`src/rtl/eq_coeff_pkg.sv`:
```
// Shared types and constants for the EQ coefficient commit path.
package eq_coeff_pkg;

    localparam int COEFF_W   = 16;
    localparam int FRAC_BITS = 14;
    localparam int N_BANDS   = 3;

    typedef logic signed [15:0] coeff_t;

    // Q2.14 unity gain
    localparam coeff_t COEFF_ONE = coeff_t'(1 << FRAC_BITS);

    typedef struct packed {
        coeff_t b0;
        coeff_t b1;
        coeff_t b2;
        coeff_t a1;
        coeff_t a2;
    } biquad_coeffs_t;

    typedef enum logic [1:0] {
        IDLE    = 2'd0,
        CHECK   = 2'd1,
        PENDING = 2'd2
    } commit_state_t;

    // Coefficient set that leaves the signal untouched
    function automatic biquad_coeffs_t pass_through_coeffs();
        biquad_coeffs_t c;
        c    = '0;
        c.b0 = COEFF_ONE;
        return c;
    endfunction

endpackage

```
`src/rtl/biquad_stability_check.sv`:
```
// Combinational stability test for one biquad section (denominator only).
// A section is stable when -1 < a2 < 1 and |a1| < 1 + a2, evaluated in
// 18-bit signed arithmetic so that |a1| and 1 + a2 cannot overflow.
module biquad_stability_check
    import eq_coeff_pkg::*;
(
    input  biquad_coeffs_t coeffs,
    output logic           pass
);

    logic signed [17:0] a1_x;
    logic signed [17:0] a2_x;
    logic signed [17:0] a1_mag;
    logic signed [17:0] limit;

    // Numerator taps do not affect stability
    logic unused_numerator;
    assign unused_numerator = ^{coeffs.b0, coeffs.b1, coeffs.b2};

    // Triangle-of-stability test on a1/a2
    always_comb begin
        a1_x   = {{2{coeffs.a1[15]}}, coeffs.a1};
        a2_x   = {{2{coeffs.a2[15]}}, coeffs.a2};
        a1_mag = a1_x[17] ? -a1_x : a1_x;
        limit  = 18'sd16384 + a2_x;
        pass   = (a2_x > -18'sd16384) && (a2_x < 18'sd16384) && (a1_mag < limit);
    end

endmodule

```
`src/rtl/eq_coeff_commit.sv`:
```
// Shadow/active coefficient bank for the three-band biquad cascade.
// New sets are captured into a shadow bank, checked one band per cycle,
// and the passing bands are copied to the active bank on a sample boundary.
module eq_coeff_commit
    import eq_coeff_pkg::*;
#(
    parameter int COEFF_W   = 16,
    parameter int FRAC_BITS = 14,
    parameter int N_BANDS   = 3
)
(
    input  logic                      clk,
    input  logic                      reset,
    input  logic                      coeff_valid,
    input  logic signed [COEFF_W-1:0] low_b0,
    input  logic signed [COEFF_W-1:0] low_b1,
    input  logic signed [COEFF_W-1:0] low_b2,
    input  logic signed [COEFF_W-1:0] low_a1,
    input  logic signed [COEFF_W-1:0] low_a2,
    input  logic signed [COEFF_W-1:0] mid_b0,
    input  logic signed [COEFF_W-1:0] mid_b1,
    input  logic signed [COEFF_W-1:0] mid_b2,
    input  logic signed [COEFF_W-1:0] mid_a1,
    input  logic signed [COEFF_W-1:0] mid_a2,
    input  logic signed [COEFF_W-1:0] high_b0,
    input  logic signed [COEFF_W-1:0] high_b1,
    input  logic signed [COEFF_W-1:0] high_b2,
    input  logic signed [COEFF_W-1:0] high_a1,
    input  logic signed [COEFF_W-1:0] high_a2,
    input  logic                      sample_tick,
    output logic signed [COEFF_W-1:0] act_low_b0,
    output logic signed [COEFF_W-1:0] act_low_b1,
    output logic signed [COEFF_W-1:0] act_low_b2,
    output logic signed [COEFF_W-1:0] act_low_a1,
    output logic signed [COEFF_W-1:0] act_low_a2,
    output logic signed [COEFF_W-1:0] act_mid_b0,
    output logic signed [COEFF_W-1:0] act_mid_b1,
    output logic signed [COEFF_W-1:0] act_mid_b2,
    output logic signed [COEFF_W-1:0] act_mid_a1,
    output logic signed [COEFF_W-1:0] act_mid_a2,
    output logic signed [COEFF_W-1:0] act_high_b0,
    output logic signed [COEFF_W-1:0] act_high_b1,
    output logic signed [COEFF_W-1:0] act_high_b2,
    output logic signed [COEFF_W-1:0] act_high_a1,
    output logic signed [COEFF_W-1:0] act_high_a2,
    output logic                      coeff_updated,
    output logic [N_BANDS-1:0]        band_reject,
    output logic [7:0]                drop_count,
    output logic                      busy
);

    localparam logic [1:0] LAST_BAND = 2'(N_BANDS - 1);

    // Pass-through section derived from the local fractional width
    function automatic biquad_coeffs_t unity_coeffs();
        biquad_coeffs_t c;
        c    = '0;
        c.b0 = coeff_t'(1 << FRAC_BITS);
        return c;
    endfunction

    commit_state_t  state;
    logic [1:0]     band_idx;
    logic [N_BANDS-1:0] pass;
    biquad_coeffs_t new_set [N_BANDS];
    biquad_coeffs_t shadow  [N_BANDS];
    biquad_coeffs_t active  [N_BANDS];
    biquad_coeffs_t check_in;
    logic           band_pass;

    assign new_set[0] = {low_b0,  low_b1,  low_b2,  low_a1,  low_a2};
    assign new_set[1] = {mid_b0,  mid_b1,  mid_b2,  mid_a1,  mid_a2};
    assign new_set[2] = {high_b0, high_b1, high_b2, high_a1, high_a2};

    // Route the shadow band currently being checked to the single checker
    always_comb begin
        check_in = shadow[0];
        case (band_idx)
            2'd1:    check_in = shadow[1];
            2'd2:    check_in = shadow[2];
            default: check_in = shadow[0];
        endcase
    end

    biquad_stability_check u_check (
        .coeffs (check_in),
        .pass   (band_pass)
    );

    // Capture, sequential band check and atomic commit on the sample boundary.
    // A capture takes priority over every state action, so a new set arriving
    // with a tick in PENDING discards the old set instead of committing it.
    always_ff @(posedge clk) begin
        if (reset) begin
            state         <= IDLE;
            band_idx      <= '0;
            pass          <= '0;
            coeff_updated <= 1'b0;
            band_reject   <= '0;
            drop_count    <= '0;
            for (int unsigned b = 0; b < N_BANDS; b++) begin
                shadow[b] <= '0;
                active[b] <= unity_coeffs();
            end
        end else begin
            coeff_updated <= 1'b0;
            if (coeff_valid) begin
                for (int unsigned b = 0; b < N_BANDS; b++) begin
                    shadow[b] <= new_set[b];
                end
                band_idx <= '0;
                pass     <= '0;
                state    <= CHECK;
                if (state != IDLE && drop_count != 8'hFF) begin
                    drop_count <= drop_count + 8'd1;
                end
            end else begin
                case (state)
                    IDLE: begin
                        state <= IDLE;
                    end
                    CHECK: begin
                        pass[band_idx] <= band_pass;
                        if (band_idx == LAST_BAND) begin
                            state <= PENDING;
                        end else begin
                            band_idx <= band_idx + 2'd1;
                        end
                    end
                    PENDING: begin
                        if (sample_tick) begin
                            for (int unsigned b = 0; b < N_BANDS; b++) begin
                                if (pass[b]) begin
                                    active[b] <= shadow[b];
                                end
                            end
                            band_reject   <= ~pass;
                            coeff_updated <= |pass;
                            state         <= IDLE;
                        end
                    end
                    default: begin
                        state <= IDLE;
                    end
                endcase
            end
        end
    end

    assign busy = (state != IDLE);

    assign act_low_b0  = active[0].b0;
    assign act_low_b1  = active[0].b1;
    assign act_low_b2  = active[0].b2;
    assign act_low_a1  = active[0].a1;
    assign act_low_a2  = active[0].a2;
    assign act_mid_b0  = active[1].b0;
    assign act_mid_b1  = active[1].b1;
    assign act_mid_b2  = active[1].b2;
    assign act_mid_a1  = active[1].a1;
    assign act_mid_a2  = active[1].a2;
    assign act_high_b0 = active[2].b0;
    assign act_high_b1 = active[2].b1;
    assign act_high_b2 = active[2].b2;
    assign act_high_a1 = active[2].a1;
    assign act_high_a2 = active[2].a2;

endmodule

```
`config.mk`:
```
export PLATFORM = sky130hd
export DESIGN_NAME = eq_coeff_commit
export DESIGN_NICKNAME = d
export VERILOG_FILES = /design/src/rtl/eq_coeff_pkg.sv /design/src/rtl/biquad_stability_check.sv /design/src/rtl/eq_coeff_commit.sv
export SDC_FILE = /design/constraint.sdc
export NUM_CORES = 1
export LEC_CHECK = 0
export ABC_CLOCK_PERIOD_IN_PS = 14400
export CORE_AREA = 3 3 244 246
export CTS_CLUSTER_DIAMETER = 120
export DETAILED_ROUTE_END_ITERATION = 8
export DIE_AREA = 0 0 247 249
export PLACE_DENSITY = 0.66
export SLEW_MARGIN = 20
export SYNTH_ARGS = -nofsm -noshare
export SYNTH_HDL_FRONTEND = slang
export SYNTH_SLANG_ARGS = --single-unit
```
`constraint.sdc`:
```
create_clock -name clk -period 14.4 [get_ports clk]
set_input_delay 3.6 -clock clk [delete_from_list [all_inputs] [get_ports clk]]
set_output_delay 3.6 -clock clk [all_outputs]
set_load 0.01 [all_outputs]
```
==> results.toml <==
[placement]
placed_area_sq_um = 25800
place.gp.congestion = 0.778
io_buffers = 496
dp_cells = 2501
hpwl_um = 36700

[clocking]
clk_pin_slew_worst_paths_ps = 60
cts_tree = "yes"
htreeDepth = 2
cts_setup_buffers = 0
cts_resized = 0
cts.path.max_buffers = 3
clk_latency_ps = 600
cts_hold_buf = 0
root_buffer = "clkbuf_16"
numClockSinks = 499
cts_buffers = 52

[critical_path]
r2r_slack_ps = 9620
crit_chain = "clkdlybuf4s50_1 > nor3_4 > o31ai_1 > nor2_4 > buf_4 > buf_4 > and2_1"
cp_max_fo = 108
critPathKind = "primary input to flip-flop"
cp_data_arrival_time_ps = 7390
rr_worst_depth = 14
slowest_stage = "buf_4"
max_stage_delay_ps = 780
worstReg2RegStart = "band_idx[0]$_SDFFE_PP0P_"
cp_common_cell = "buf_4"
worstPathRequired_ps = 14840
worstReg2RegEnd = "pass[1]$_SDFFE_PP0P_"
critPathLaunchType = "primary input"
end_kind = "flip-flop"

[sta]
worst_clock_skew_ps = 26.3
slew_headroom_pct = 33.7
finalCriticalPeriod_ps = 6950
clock.fmax_mhz = 144
holdWs_ps = 477
drv_slew = 0
finalHoldViolCount = 0
grt_setup_unrepaired = "no"
worst_pin_slew_ps = 994
fin_crit_sh_pct = 48.3
tns_ps = 0
setup_violations = 0

[floorplan]
chipHeight_um = 249
fp.coreArea_sq_um = 57600
io_pins = 497
dieArea_sq_um = 61500
num_rows = 88
die_w_um = 247
initial_core_util_pct = 34.8

[routing]
drc = 0
antenna_left = 0
post_drt_wl_per_cell_um = 20.2
dr.pass1.iters = 5
via_count = 11800
drtIter0Drc = 655
viasPerCell = 4.55
wl_um = 52600

[finish]
area_delta_synth_final_pct = 37.1
drive_gt1_share_pct = 5.94
design.final.nets = 2059
fin_cells = 2604
fill_cells = 4920
final_cell_area_sq_um = 27400

[grt]
grt_max_degree = 109
track_usage_pct = 16.8
grt_pass1_wl_um = 77300
grt_overflow = 0
grt_pass1_vias = 12400
antenna_found_initial = 11

[logic_synthesis]
netlist_instances = 1295
syn_area_per_cell_sq_um = 15.5
synth_cell_type_count = 46
netlist_area_sq_um = 20000
synth_seq_cells = 499
ys.flop_type = "edfxtp_1"
ys.warnings.count = 0
synthArstFlopShare_pct = 0
seq_area_frac_synth_pct = 73.9
synth_edf_count = 480

[run]
drv_cap = 0

[hold_path]
hold-path-cell-count = 2
min_to = "band_reject[2]$_SDFFE_PP0P_"
hold_path_class = "flip-flop to flip-flop"
hold_start = "band_reject[2]$_SDFFE_PP0P_"

[power]
p_per_area_nw_per_um2 = 120
finalPower_w = 0.00328
peakVddDrop_v = 0.0000816
p_leak_nw = 10.0

[status]
outcome = "complete, no violations"
[cell usage after synthesis, drive strengths merged, types with 4 or more instances]
cell	count	area, sq um
a21o	4	30.0
a21oi	23	130
a22o	23	201
a22oi	9	67.6
a31oi	5	37.5
and2	479	3000
and3	5	31.3
buf	14	115
clkbuf	54	203
dfxtp	19	380
edfxtp	480	14400
ha	25	313
inv	9	33.8
mux2i	25	313
nand2	19	73.8
nand3	5	25.0
nand4	10	77.6
nor2	31	116
o21ai	10	50.1
xnor2	13	114
xor2	8	70.1
[sequential cells by signal (all words and copies together) (netlist names)]
register	cells
state	2
coeff_updated	1
pass	3
shadow	240
active	240
band_reject	3
band_idx	2
drop_count	8
[critical path: cells and delay by family]
| kind | cells | cell delay, ps |
|---|---|---|
| buffers and inverters | 3 | 2040 |
| AO/OA/AOI/OAI | 1 | 250 |
| AND/OR/NAND/NOR | 3 | 1290 |
[per-layer routing]
metal,track usage [%],share of wire [%]
met3,4.47,6.6
met4,7.08,4.2
met2,28.3,49
met5,0,0.13
met1,20.3,40
[report_power, final]
part	total, W	switching (W)	internal [W]
clock	0.00130	0.000559	0.000739
sequential	0.00170	0.0000275	0.00167
combinational	0.000285	0.000138	0.000147
total	0.00328	0.000724	0.00256
[layout by cell type (no fill, tap or decap), types with 2 or more instances in the layout]
cell / Yosys / final
clkdlybuf4s50_1: 0 / 496
edfxtp_1: 480 / 480
and2_1: 479 / 479
clkbuf_16: 0 / 52
nor2_1: 31 / 30
a22o_1: 23 / 23
ha_1: 25 / 22
mux2i_1: 20 / 20
a21oi_1: 19 / 19
dfxtp_1: 19 / 19
clkinv_1: 0 / 19
nand2_1: 18 / 18
xnor2_1: 13 / 13
buf_4: 3 / 11
o21ai_0: 10 / 10
clkbuf_1: 54 / 10
a22oi_1: 9 / 9
nand4_1: 9 / 9
inv_1: 9 / 8
xor2_1: 8 / 8
diode_2: 0 / 5
mux2i_4: 5 / 5
and3_1: 5 / 5
nand3_1: 5 / 5
clkinv_2: 0 / 5
a31oi_1: 4 / 4
a21oi_2: 4 / 4
bufinv_16: 0 / 4
a21o_4: 0 / 3
or3_1: 3 / 3
a31o_1: 3 / 3
inv_6: 0 / 3
o31ai_1: 2 / 2
nor2b_1: 3 / 2
ha_2: 0 / 2
conb_1: 1 / 2
clkinv_4: 0 / 2
[cell type report]
class	instances	area [sq um]	share of cell area [%]
flip-flops and latches	499	14800	53.9
diodes	5	12.5	0.0456
clock inverters	36	304	1.11
inverters	9	41.3	0.151
clock buffers	62	1340	4.88
well taps	765	957	3.49
repair buffers	508	5060	18.4
multi-input cells	720	4920	18.0
[cells by family after synthesis]
logic type | count (synthesis) | share of synthesized area (%)
AOI/OAI and AO/OA | 81 | 2.87
xor gates and xnor gates | 21 | 0.919
adders and majority gates | 25 | 1.56
buffers and inverters | 77 | 1.76
DFF | 499 | 73.9
muxes | 25 | 1.56
other | 1 | 0.0187
and+or+nand+nor | 566 | 17.4
[how the worst max path moves through the flow]
stage                 from                          end  slack [ps]  depth (start not counted)
3_3_place_gp   coeff_valid  active[0][69]$_SDFFCE_PN0P_        6930                          7
5_1_grt        coeff_valid  active[0][37]$_SDFFCE_PN0P_        7070                          7
3_5_place_dp   coeff_valid  active[0][63]$_SDFFCE_PN0P_        6810                          7
2_1_floorplan        reset         pass[0]$_SDFFE_PP0P_        5150                          7
6_report       coeff_valid  active[0][37]$_SDFFCE_PN0P_        7450                          7
4_1_cts        coeff_valid   active[0][1]$_SDFFCE_PN0P_        7420                          7
[per-stage QoR]
step	setup slack, ps	utilization [%]
finish	7450	47.6
global placement	6930	44.8
CTS	7420	47.6
detailed placement	6810	44.8
global route	7070	47.6
floorplan	5150	-
(Power assumes the default switching activity.)
